<file path="src/rtl/rs_age_arbiter.sv">
// rs_age_arbiter: age-ordered grant across reservation-station channels into a 2-entry output FIFO.
// Build option: define RS_ARB_STARVE_GUARD_EN to add per-channel starvation counters
// that override age order once a channel has waited STARVE_LIMIT cycles.
module rs_age_arbiter #(
    parameter int N_CH         = 3,
    parameter int DATA_WIDTH   = 32,
    parameter int CTRL_WIDTH   = 16,
    parameter int RS_ID_WIDTH  = 5,
    parameter int STARVE_LIMIT = 15
) (
    input  logic                                clk,
    input  logic                                rst,
    input  logic [N_CH-1:0]                     in_valid,
    output logic [N_CH-1:0]                     in_ready,
    input  logic [N_CH-1:0][RS_ID_WIDTH-1:0]    in_rs_id,
    input  logic [N_CH-1:0][DATA_WIDTH-1:0]     in_data,
    input  logic [N_CH-1:0][CTRL_WIDTH-1:0]     in_ctrl,
    input  logic [RS_ID_WIDTH-1:0]              head_id,
    input  logic                                flush,
    output logic                                out_valid,
    input  logic                                out_ready,
    output logic [RS_ID_WIDTH-1:0]              out_rs_id,
    output logic [DATA_WIDTH-1:0]               out_data,
    output logic [CTRL_WIDTH-1:0]               out_ctrl,
    output logic [$clog2(N_CH)-1:0]             out_ch
);
    localparam int CH_W  = $clog2(N_CH);
    localparam int ENT_W = RS_ID_WIDTH + DATA_WIDTH + CTRL_WIDTH + CH_W;

    if (N_CH < 2 || N_CH > 8 || STARVE_LIMIT < 1 || STARVE_LIMIT > 255) begin : g_bad_param
        $error("rs_age_arbiter: parameter out of range");
    end

    logic [N_CH-1:0][RS_ID_WIDTH-1:0] age;
    logic [N_CH-1:0]                  starved;
    logic                             gnt_any;
    logic [CH_W-1:0]                  gnt_idx;
    logic [RS_ID_WIDTH-1:0]           best_age;
    logic                             push;
    logic                             pop;
    logic [1:0]                       count;
    logic [ENT_W-1:0]                 entry;
    logic [ENT_W-1:0]                 slot0;
    logic [ENT_W-1:0]                 slot1;

    // Age is distance from the oldest in-flight ID, so wrap of the ID space is harmless.
    for (genvar g = 0; g < N_CH; g++) begin : g_age
        assign age[g] = in_rs_id[g] - head_id;
    end

`ifdef RS_ARB_STARVE_GUARD_EN
    logic [N_CH-1:0][7:0] starve_cnt;

    for (genvar g = 0; g < N_CH; g++) begin : g_starve
        assign starved[g] = in_valid[g] && starve_cnt[g] >= 8'(STARVE_LIMIT);
    end

    // Count cycles a valid channel is passed over; saturate at the limit, clear on accept or idle.
    always_ff @(posedge clk or negedge rst) begin
        if (!rst) begin
            starve_cnt <= '0;
        end else begin
            for (int i = 0; i < N_CH; i++)
                starve_cnt[i] <= (!in_valid[i] || in_ready[i]) ? 8'd0 :
                                 starve_cnt[i] + {7'd0, starve_cnt[i] < 8'(STARVE_LIMIT)};
        end
    end
`else
    assign starved = '0;
`endif

    // Oldest valid channel wins (lowest index on ties); a starved channel, lowest first, overrides age.
    always_comb begin
        gnt_any  = 1'b0;
        gnt_idx  = '0;
        best_age = '0;
        for (int i = 0; i < N_CH; i++) begin
            if (in_valid[i] && (!gnt_any || age[i] < best_age)) begin
                gnt_any  = 1'b1;
                gnt_idx  = CH_W'(i);
                best_age = age[i];
            end
        end
        for (int i = N_CH - 1; i >= 0; i--) begin
            if (starved[i]) gnt_idx = CH_W'(i);
        end
    end

    // Acceptance depends only on the registered count, keeping out_ready off the in_ready path.
    assign push      = rst && !flush && count != 2'd2 && gnt_any;
    assign in_ready  = push ? (N_CH'(1) << gnt_idx) : '0;
    assign entry     = {in_rs_id[gnt_idx], in_data[gnt_idx], in_ctrl[gnt_idx], gnt_idx};
    assign out_valid = count != 2'd0;
    assign pop       = out_valid && out_ready;
    assign {out_rs_id, out_data, out_ctrl, out_ch} = slot0;

    // Two-slot in-order FIFO: slot0 is always the head; flush wins over any pop.
    always_ff @(posedge clk or negedge rst) begin
        if (!rst) begin
            count <= 2'd0;
            slot0 <= '0;
            slot1 <= '0;
        end else if (flush) begin
            count <= 2'd0;
        end else begin
            if (push && (count == 2'd0 || pop)) slot0 <= entry;
            else if (pop && count == 2'd2) slot0 <= slot1;
            if (push && !pop && count == 2'd1) slot1 <= entry;
            count <= count + {1'b0, push} - {1'b0, pop};
        end
    end
endmodule

</file>
<file path="config.mk">
export PLATFORM = sky130hd
export DESIGN_NAME = rs_age_arbiter
export DESIGN_NICKNAME = d
export VERILOG_FILES = /design/src/rtl/rs_age_arbiter.sv
export SDC_FILE = /design/constraint.sdc
export NUM_CORES = 1
export LEC_CHECK = 0
export CELL_PAD_IN_SITES_DETAIL_PLACEMENT = 1
export CELL_PAD_IN_SITES_GLOBAL_PLACEMENT = 2
export CORE_MARGIN = 2
export CORE_UTILIZATION = 29
export CTS_BUF_LIST = sky130_fd_sc_hd__clkbuf_8 sky130_fd_sc_hd__clkbuf_16
export DETAILED_ROUTE_END_ITERATION = 10
export GPL_ROUTABILITY_DRIVEN = 1
export PLACE_DENSITY_LB_ADDON = 0.08
export SETUP_SLACK_MARGIN = 0.02
export SYNTH_ARGS = -nofsm -noshare
export SYNTH_HDL_FRONTEND = slang
export SYNTH_SLANG_ARGS = --single-unit
</file>
<file path="constraint.sdc">
create_clock -name clk -period 15.4 [get_ports clk]
set_input_delay 2.31 -clock clk [delete_from_list [all_inputs] [get_ports clk]]
set_output_delay 2.31 -clock clk [all_outputs]
set_load 0.005 [all_outputs]
</file>
# Word level (Yosys, flattened, before mapping)
# Cells that the tools add are included.
# totals
word_cells	55
in_bits	171
regBits	112
output_inout_bits	59
# classes
mux	17
n_eq_ne	3
n_lt_le_gt_ge	3
bitwise_logic	1
n_shift	1
reduce_logical	22
addsub	5
# op_table
op	count
55-bit 2-to-1 mux	2
32-bit binary-select mux with 2-bit select	1
16-bit binary-select mux with 2-bit select	1
32-bit 2-to-1 mux	1
16-bit 2-to-1 mux	1
5-bit 2-to-1 mux	3
5-bit subtractor	3
5-bit binary-select mux with 2-bit select	1
1-bit logical AND	10
5-bit < comparator	2
1-bit zero test	4
1-bit 2-to-1 mux	4
2-bit 2-to-1 mux	2
2-bit AND reduction	2
2-bit nonzero test	2
1-bit logical OR	3
2-bit by 3-bit < comparator with 1-bit output (second input constant)	1
3-bit 2-to-1 mux	1
1-bit by 2-bit << shifter with 3-bit output (first input constant)	1
2-bit by 1-bit adder with 2-bit output	1
2-bit by 1-bit equality test with 1-bit output (second input constant)	1
2-bit equality test (second input constant)	1
2-bit zero test	1
2-bit inequality test (second input constant)	1
2 further kinds	2

# Depth between registers and ports, before layout
# Gate-level depths: netlist of run 1.
# depth
depth_word	14
ltp_mapped	26

# Least setup slack after synthesis of run 1
# OpenSTA, ideal clock, no wires.
# synth_timing
path_type	input-to-output
startpoint	input in_rs_id[0] in the netlist's numbering
endpoint	output in_ready[1]
required_ps	13090
t_arrival_ps	6560
path_slack_ps	6530
cell_stages	24
cell_sequence	inv_1 -> ha_1 -> inv_1 -> fa_1 -> a21o_1 -> a21oi_1 -> xnor2_1 -> nand2_1 -> ha_1 -> a21oi_1 -> o221a_1 -> o21a_1 -> buf_2 -> buf_2 -> clkbuf_1 -> nand2_1 -> o21a_1 -> ha_1 -> o21ai_0 -> o2111ai_1 -> a2111oi_2 -> a211oi_2 -> buf_2 -> and3_1
# synth_between
elab_chain_len	12
# synth_lines
element	line	source
start, declared	15	input logic [N_CH-1:0][RS_ID_WIDTH-1:0] in_rs_id,
5-bit subtractor *	48	assign age[g] = in_rs_id[g] - head_id;
5-bit 2-to-1 mux *	78	if (in_valid[i] && (!gnt_any || age[i] < best_age)) begin
5-bit < comparator	78	
1-bit logical OR	78	
1-bit logical AND	78	
5-bit 2-to-1 mux / 1-bit 2-to-1 mux (equally long branches)	78	
5-bit < comparator / 1-bit zero test (equally long branches)	78	
1-bit logical OR	78	
1-bit logical AND	78	
2-bit 2-to-1 mux / 1-bit 2-to-1 mux (equally long branches)	78	
1-bit by 2-bit << shifter with 3-bit output / 1-bit logical AND (equally long branches)	91, 90	
3-bit 2-to-1 mux *	91	assign in_ready = push ? (N_CH'(1) << gnt_idx) : '0;
end, declared	14	output logic [N_CH-1:0] in_ready,
# Every way passes the cells marked *; elsewhere a longest branch is shown, timed or not.

# Final worst setup path of run 1
# layout_timing
startpoint	input head_id[0]
endpoint	output in_ready[1]
# layout_between
elab_chain_len	12
# layout_lines
element	line	source
start, declared	18	input logic [RS_ID_WIDTH-1:0] head_id,
5-bit subtractor	48	
5-bit 2-to-1 mux	78	
5-bit < comparator	78	
1-bit logical OR	78	
1-bit logical AND	78	
5-bit 2-to-1 mux / 1-bit 2-to-1 mux (equally long branches)	78	
5-bit < comparator / 1-bit zero test (equally long branches)	78	
1-bit logical OR	78	
1-bit logical AND	78	
2-bit 2-to-1 mux / 1-bit 2-to-1 mux (equally long branches)	78	
1-bit by 2-bit << shifter with 3-bit output / 1-bit logical AND (equally long branches)	91, 90	
3-bit 2-to-1 mux *	91	
# Marked as above.

==> flow_summary.json, run 1 <==
{
  "die_area_mm2": 0.02489,
  "synthCells": 721,
  "crit_buf_inv": 4,
  "nets": 1109,
  "relSlewSlack_pct": 21.43,
  "cts_made_buffers": 9,
  "hpwl_um": 15650,
  "synthDistinctLibCells": 41,
  "postPlaceCellArea_mm2": 0.009408,
  "switching_share_pct": 35.34,
  "finalSetupViolations": 0,
  "cts_resized": 0,
  "grt_antenna_before_repair": 1,
  "skew_ps": 11.45,
  "tightestPinTransition_ps": 1179,
  "path_cells": "clkdlybuf4s50_1, ha_1, inv_1, fa_1, a21o_1, a21oi_1, xnor2_1, nand2_1, ha_1, a21oi_1, o221a_1, o21a_4, nand2_1, o21a_1, ha_1, o21ai_0, o2111ai_1, a2111oi_2, a211oi_4, buf_4, and3_1, clkdlybuf4s50_1",
  "wl_um": 22810,
  "core_area_mm2": 0.02333,
  "hp-class": "reg2reg",
  "synth_top_family_by_area": "compound AO/OA/AOI/OAI gates",
  "ir_drop_v": 0.00005890,
  "layout-drive-gt1-share_pct": 9.706,
  "synth_fa_ha_area_share_pct": 4.891,
  "initial_utilization_pct": 29.39,
  "p_comb_share_pct": 48.8,
  "worstPathRequired_ps": 13090,
  "fill_cells": 2605,
  "final_area_mm2": 0.009698,
  "ios": 230,
  "grt_pass1_vias": 6912,
  "clk_pin_slew_ps": 60,
  "endpoint_kind": "output port",
  "period_share_pct": 67.93,
  "syn_avg_cell_area_um2": 9.510,
  "drc": 0,
  "gp_congestion": 0.8035,
  "die_h_um": 157.8,
  "place_inst": 1221,
  "fp-row-count": 56,
  "max_freq_mhz": 95.59,
  "postCtsSetupRepairBufs": 0,
  "tritoncts": "yes",
  "fin_crit_ps": 10460,
  "die_w_um": 157.8,
  "slowest_delay_ps": 770,
  "yosysSeqAreaShare_pct": 40.88,
  "cts_sinks": 112,
  "worstSetupStartpointType": "primary input",
  "critPathTopFamily": "compound AO/OA/AOI/OAI gates",
  "vias_per_cell": 5.037,
  "cts.hold.buffers_added": 0,
  "cts_root_buf": "clkbuf_16",
  "ys_ff_latch": 112,
  "grt_pass1_wl_um": 36260,
  "pwr-share-clk_pct": 15.9,
  "layoutNonFillerInstCount": 1238,
  "maxSlewViolCount": 0,
  "cp_max_fo": 65,
  "final_common_cell": "clkdlybuf4s50_1",
  "gr-total-overflow": 0,
  "rsz0062_at_grt": "false",
  "grt_max_degree": 111,
  "fin_total_pwr_mw": 1.489,
  "synth_compound_area_share_pct": 20.26,
  "multiInputGateArea_mm2": 0.003811,
  "postRouteAntennaNets": 0,
  "r2r_cells": 6,
  "firstDrtPassIters": 4,
  "outcome": "complete, no violations",
  "portBuffers": 229,
  "p_switching_mw": 0.5264,
  "register_area_mm2": 0.002803,
  "critical_path_class": "in2out",
  "cp.arrival_ps": 8150,
  "syn-cell-area_mm2": 0.006857,
  "clockBufferDepth": 2,
  "synth-xor-area-share_pct": 1.788,
  "path_common_cell": "ha_1",
  "crit_path_top_delay_cell": "o21a_4",
  "whs_ps": 478.8,
  "cp.depth": 22,
  "synthSimpleGateAreaFrac_pct": 11.37,
  "post_synth_mux_area_share_pct": 16.42,
  "mostFrequentLayoutCells": "clkdlybuf4s50_1, nor2_1, dfrtp_1",
  "htree_levels": 3,
  "grt_usage_pct": 18.55,
  "internal-power_mw": 0.9629,
  "vias": 6236,
  "syn2layout_area_growth_pct": 41.44,
  "power.density_mw_per_mm2": 153.6,
  "power_frac_seq_pct": 35.3,
  "synth_nets": 917,
  "ys_warn_count": 0,
  "wire_per_inst_um": 18.42,
  "insertion_delay_ps": 350,
  "finalHoldViolCount": 0,
  "fin_tns_setup_ps": 0,
  "hold_path_depth": 2,
  "drt-initial-drc-count": 233,
  "total_leakage_power_nw": 4.108,
  "drv_cap": 0
}
-- synth_stat cells, drive strengths merged --
| cell | instances | area, um^2 |
|---|---|---|
| o32ai | 1 | 8.760 |
| o21a | 3 | 22.52 |
| or2 | 2 | 12.51 |
| o221a | 54 | 608.1 |
| o21ai | 58 | 290.3 |
| nor2 | 117 | 439.2 |
| nor3 | 2 | 10.01 |
| ha | 22 | 275.3 |
| clkbuf | 32 | 120.1 |
| mux2 | 52 | 585.6 |
| xor2 | 4 | 35.03 |
| inv | 14 | 52.55 |
| a21oi | 66 | 330.3 |
| nand3 | 1 | 5.000 |
| nor2b | 2 | 12.51 |
| o2111ai | 1 | 8.760 |
| mux2i | 54 | 540.5 |
| a21o | 6 | 45.04 |
| nand2b | 2 | 12.51 |
| a2111oi | 1 | 15.01 |
| a31o | 1 | 8.760 |
| and3 | 1 | 6.260 |
| fa | 3 | 60.06 |
| nand4 | 1 | 6.260 |
| buf | 23 | 128.9 |
| a21boi | 1 | 7.510 |
| a211o | 1 | 8.760 |
| and3b | 1 | 8.760 |
| a211oi | 3 | 27.52 |
| xnor2 | 10 | 87.58 |
| nand2 | 67 | 251.5 |
| o31ai | 1 | 7.510 |
| and2 | 1 | 6.260 |
| or3b | 1 | 8.760 |
| dfrtp | 112 | 2803 |
-- sequential cells by signal, indices dropped and copies added, names as in the netlist --
register and count:
slot0 55, slot1 55, count 2
-- layout make-up --
| class | count | area share [%] |
|---|---|---|
| clock inverters | 6 | 0.6193 |
| well taps | 319 | 4.116 |
| flip-flops and latches | 112 | 28.90 |
| clock buffers | 9 | 2.322 |
| repair buffers | 236 | 24.15 |
| inverters | 14 | 0.5419 |
| multi-input cells | 540 | 39.30 |
| diodes | 2 | 0.05161 |
-- final timing paths --
path / slack (ps) / end / from
worst max-delay path: 4940 / in_ready[1] / head_id[0]
worst min-delay path: 480 / slot1[1]$_DFFE_PN0P_ / slot1[1]$_DFFE_PN0P_
worst max register to register: 12270 / slot0[0]$_DFFE_PN0P_ / count[1]$_DFF_PN0_
worst min register to register: 480 / slot1[1]$_DFFE_PN0P_ / slot1[1]$_DFFE_PN0P_
max in group asynchronous: 12010 / slot0[18]$_DFFE_PN0P_ / rst
min in group asynchronous: 1990 / slot0[53]$_DFFE_PN0P_ / rst
-- cells by family after synthesis --
group,after synthesis
simple gates,198
flops,112
mux,106
xor+xnor,14
fa+ha+maj,25
compound gates,197
buf+inv,69
-- through the flow --
stage | worst slack (ps) | utilization [%]
floorplan | 6530 | -
global placement | 5133 | 40.32
detailed placement | 4887 | 40.32
CTS | 4861 | 41.54
global route | 4460 | 41.54
finish | 4938 | 41.56
-- layer usage --
layer / routed length [um] / GRT usage [%] / up-vias
met2: 11650 / 33.06 / 130
li1: - / - / 2955
met5: 0 / 0 / -
met4: 248 / 4.719 / 0
met3: 1079 / 3.860 / 20
met1: 9831 / 22.74 / 3131
-- power by group through the flow --
stage               logic, mW  clock network [mW]  registers, mW
finish                  0.727               0.236          0.526
global route            0.815               0.255          0.547
CTS                     0.743               0.245          0.528
detailed placement      0.737                   0          0.532
global placement        0.710                   0          0.526
floorplan               0.415                   0          0.517
-- worst min-delay path, cell delays in order, from the launching register on --
cell and delay (ps):
dfrtp_1 340, nand2_1 40, o21ai_0 60
(Power assumes the default switching activity.)
==> run 2, diff against run 1 <==
--- a/config.mk
+++ b/config.mk
@@ -8,7 +8,7 @@
 export CELL_PAD_IN_SITES_DETAIL_PLACEMENT = 1
 export CELL_PAD_IN_SITES_GLOBAL_PLACEMENT = 2
 export CORE_MARGIN = 2
-export CORE_UTILIZATION = 29
+export CORE_UTILIZATION = 25
 export CTS_BUF_LIST = sky130_fd_sc_hd__clkbuf_8 sky130_fd_sc_hd__clkbuf_16
 export DETAILED_ROUTE_END_ITERATION = 10
 export GPL_ROUTABILITY_DRIVEN = 1
==> constraint.sdc (replaced) <==
create_clock -name clk -period 8.81 [get_ports clk]
set_input_delay 1.3215 -clock clk [delete_from_list [all_inputs] [get_ports clk]]
set_output_delay 1.3215 -clock clk [all_outputs]
set_load 0.005 [all_outputs]
==> flow_summary.json, run 2 (synthesized netlist as in run 1, its figures left out) <==
{
  "grt_pass1_vias": 7016,
  "vias_per_cell": 4.936,
  "drc": 0,
  "critPathTopFamily": "compound AO/OA/AOI/OAI gates",
  "regToRegSetupSlack_ps": 6050,
  "cts_resized": 0,
  "hp-class": "reg2reg",
  "fin_total_pwr_mw": 2.634,
  "grt_usage_pct": 17.03,
  "nets": 1113,
  "mostFrequentLayoutCells": "clkdlybuf4s50_1, nor2_1, dfrtp_1",
  "rsz0062_at_grt": "false",
  "drt-initial-drc-count": 221,
  "cp.depth": 21,
  "total_leakage_power_nw": 4.134,
  "maxSlewViolCount": 0,
  "period_share_pct": 88.77,
  "core_area_mm2": 0.02695,
  "clockBufferDepth": 2,
  "hpwl_um": 16770,
  "cts_made_buffers": 9,
  "r2r-start": "count[0]$_DFF_PN0_",
  "place_inst": 1247,
  "reg_top3": "slot0 x55, slot1 x55, count x2",
  "power.density_mw_per_mm2": 269.8,
  "initial_utilization_pct": 25.44,
  "wire_per_inst_um": 19.11,
  "grt_pass1_wl_um": 38320,
  "path_cells": "clkdlybuf4s50_1, ha_1, inv_1, fa_1, a21o_1, a21oi_1, xnor2_1, nand2_1, ha_1, a21oi_1, o221a_1, o21a_4, nor2_1, a21oi_1, ha_1, a211oi_1, o2111ai_1, a2111oi_2, a211oi_4, and3_1, clkdlybuf4s50_1",
  "layoutNonFillerInstCount": 1263,
  "crit_buf_inv": 3,
  "critical_path_class": "in2out",
  "fin_util_pct": 36.23,
  "gr-total-overflow": 0,
  "layout-drive-gt1-share_pct": 10.09,
  "die_w_um": 169.6,
  "gp_congestion": 0.7542,
  "endpoint_kind": "output port",
  "postRouteAntennaNets": 0,
  "crit_path_start": "head_id[0]",
  "insertion_delay_ps": 360,
  "relSlewSlack_pct": 42.03,
  "whs_ps": 480.8,
  "cp_max_fo": 39,
  "vias": 6234,
  "finalHoldViolCount": 0,
  "cts_root_buf": "clkbuf_16",
  "fin_crit_ps": 7821,
  "grt_antenna_before_repair": 0,
  "slowest_delay_ps": 520,
  "ios": 230,
  "tritoncts": "yes",
  "timing.rr.end": "slot0[53]$_DFFE_PN0P_",
  "portBuffers": 229,
  "outcome": "complete, no violations",
  "max_freq_mhz": 127.9,
  "tightestPinTransition_ps": 869.6,
  "firstDrtPassIters": 4,
  "crit_path_top_delay_cell": "clkdlybuf4s50_1",
  "clk_pin_slew_ps": 80,
  "htree_levels": 3,
  "r2r_cells": 5,
  "die_h_um": 169.6,
  "grt_max_degree": 75,
  "cts.hold.buffers_added": 0,
  "wl_um": 24140,
  "finalSetupViolations": 0,
  "cts_sinks": 112,
  "worstPathRequired_ps": 7490,
  "ir_drop_v": 0.00007739,
  "diodes": 0,
  "crit_end": "in_ready[1]",
  "fin_tns_setup_ps": 0,
  "final_common_cell": "clkdlybuf4s50_1",
  "fp-row-count": 60,
  "die_area_mm2": 0.02877,
  "postCtsSetupRepairBufs": 0,
  "syn2layout_area_growth_pct": 42.41,
  "drv_cap": 0,
  "skew_ps": 11.55,
  "cp.arrival_ps": 6500,
  "worstSetupStartpointType": "primary input"
}
[run 2: cell count changes in the layout (fill, tap and decap cells not counted), sizes merged]
cell,before,now
buf,8,12
diode,2,0
inv,16,17
[run 2: how the worst min path moves through the flow]
stage | start | end | depth (start not counted)
finish | slot1[0]$_DFFE_PN0P_ | slot1[0]$_DFFE_PN0P_ | 2
floorplan | slot1[0]$_DFFE_PN0P_ | slot1[0]$_DFFE_PN0P_ | 2
global route | slot1[33]$_DFFE_PN0P_ | slot1[33]$_DFFE_PN0P_ | 2
CTS | slot1[0]$_DFFE_PN0P_ | slot1[0]$_DFFE_PN0P_ | 2
global placement | slot1[0]$_DFFE_PN0P_ | slot1[0]$_DFFE_PN0P_ | 2
detailed placement | slot1[0]$_DFFE_PN0P_ | slot1[0]$_DFFE_PN0P_ | 2
[run 2: worst register-to-register path, cell delays in order, from the launching register on]
cell      delay (ps)
dfrtp_1          470
or2_2            350
a211oi_1         510
nand2_2          590
buf_4            430
o221a_1          290
[run 2: where the power goes]
| group | internal [mW] | leakage (nW) | switching, mW |
|---|---|---|---|
| Combinational | 0.699 | 2.59 | 0.589 |
| Clock | 0.223 | 0.150 | 0.209 |
| Sequential | 0.768 | 1.40 | 0.146 |
| Total | 1.69 | 4.13 | 0.944 |
[run 2: layer usage]
layer	wire [um]	vias to the layer above	share of wire [%]	GRT usage (%)
met1	10430	3109	43	20.88
met2	12110	139	50	30.03
met4	384	0	1.6	4.534
li1	-	2964	-	-
met3	1211	22	5.0	3.871
met5	0	-	0	0
[run 2: per-stage QoR]
| step | setup slack (ps) | instance area (um^2) |
|---|---|---|
| 3_5_place_dp | 981.7 | 9465 |
| 5_1_grt | 493.7 | 9764 |
| 6_report | 989.4 | 9764 |
| 4_1_cts | 931.5 | 9764 |
| 2_1_floorplan | 1917 | 6857 |
| 3_3_place_gp | 1090 | 9465 |
[run 2: area by class of cell]
cell class	instances	area, um^2
clock inverters	7	73.82
fillers	3023	17190
flip-flops and latches	112	2803
well taps	341	426.7
clock buffers	9	225.2
inverters	14	52.55
multi-input cells	540	3811
repair buffers	240	2372
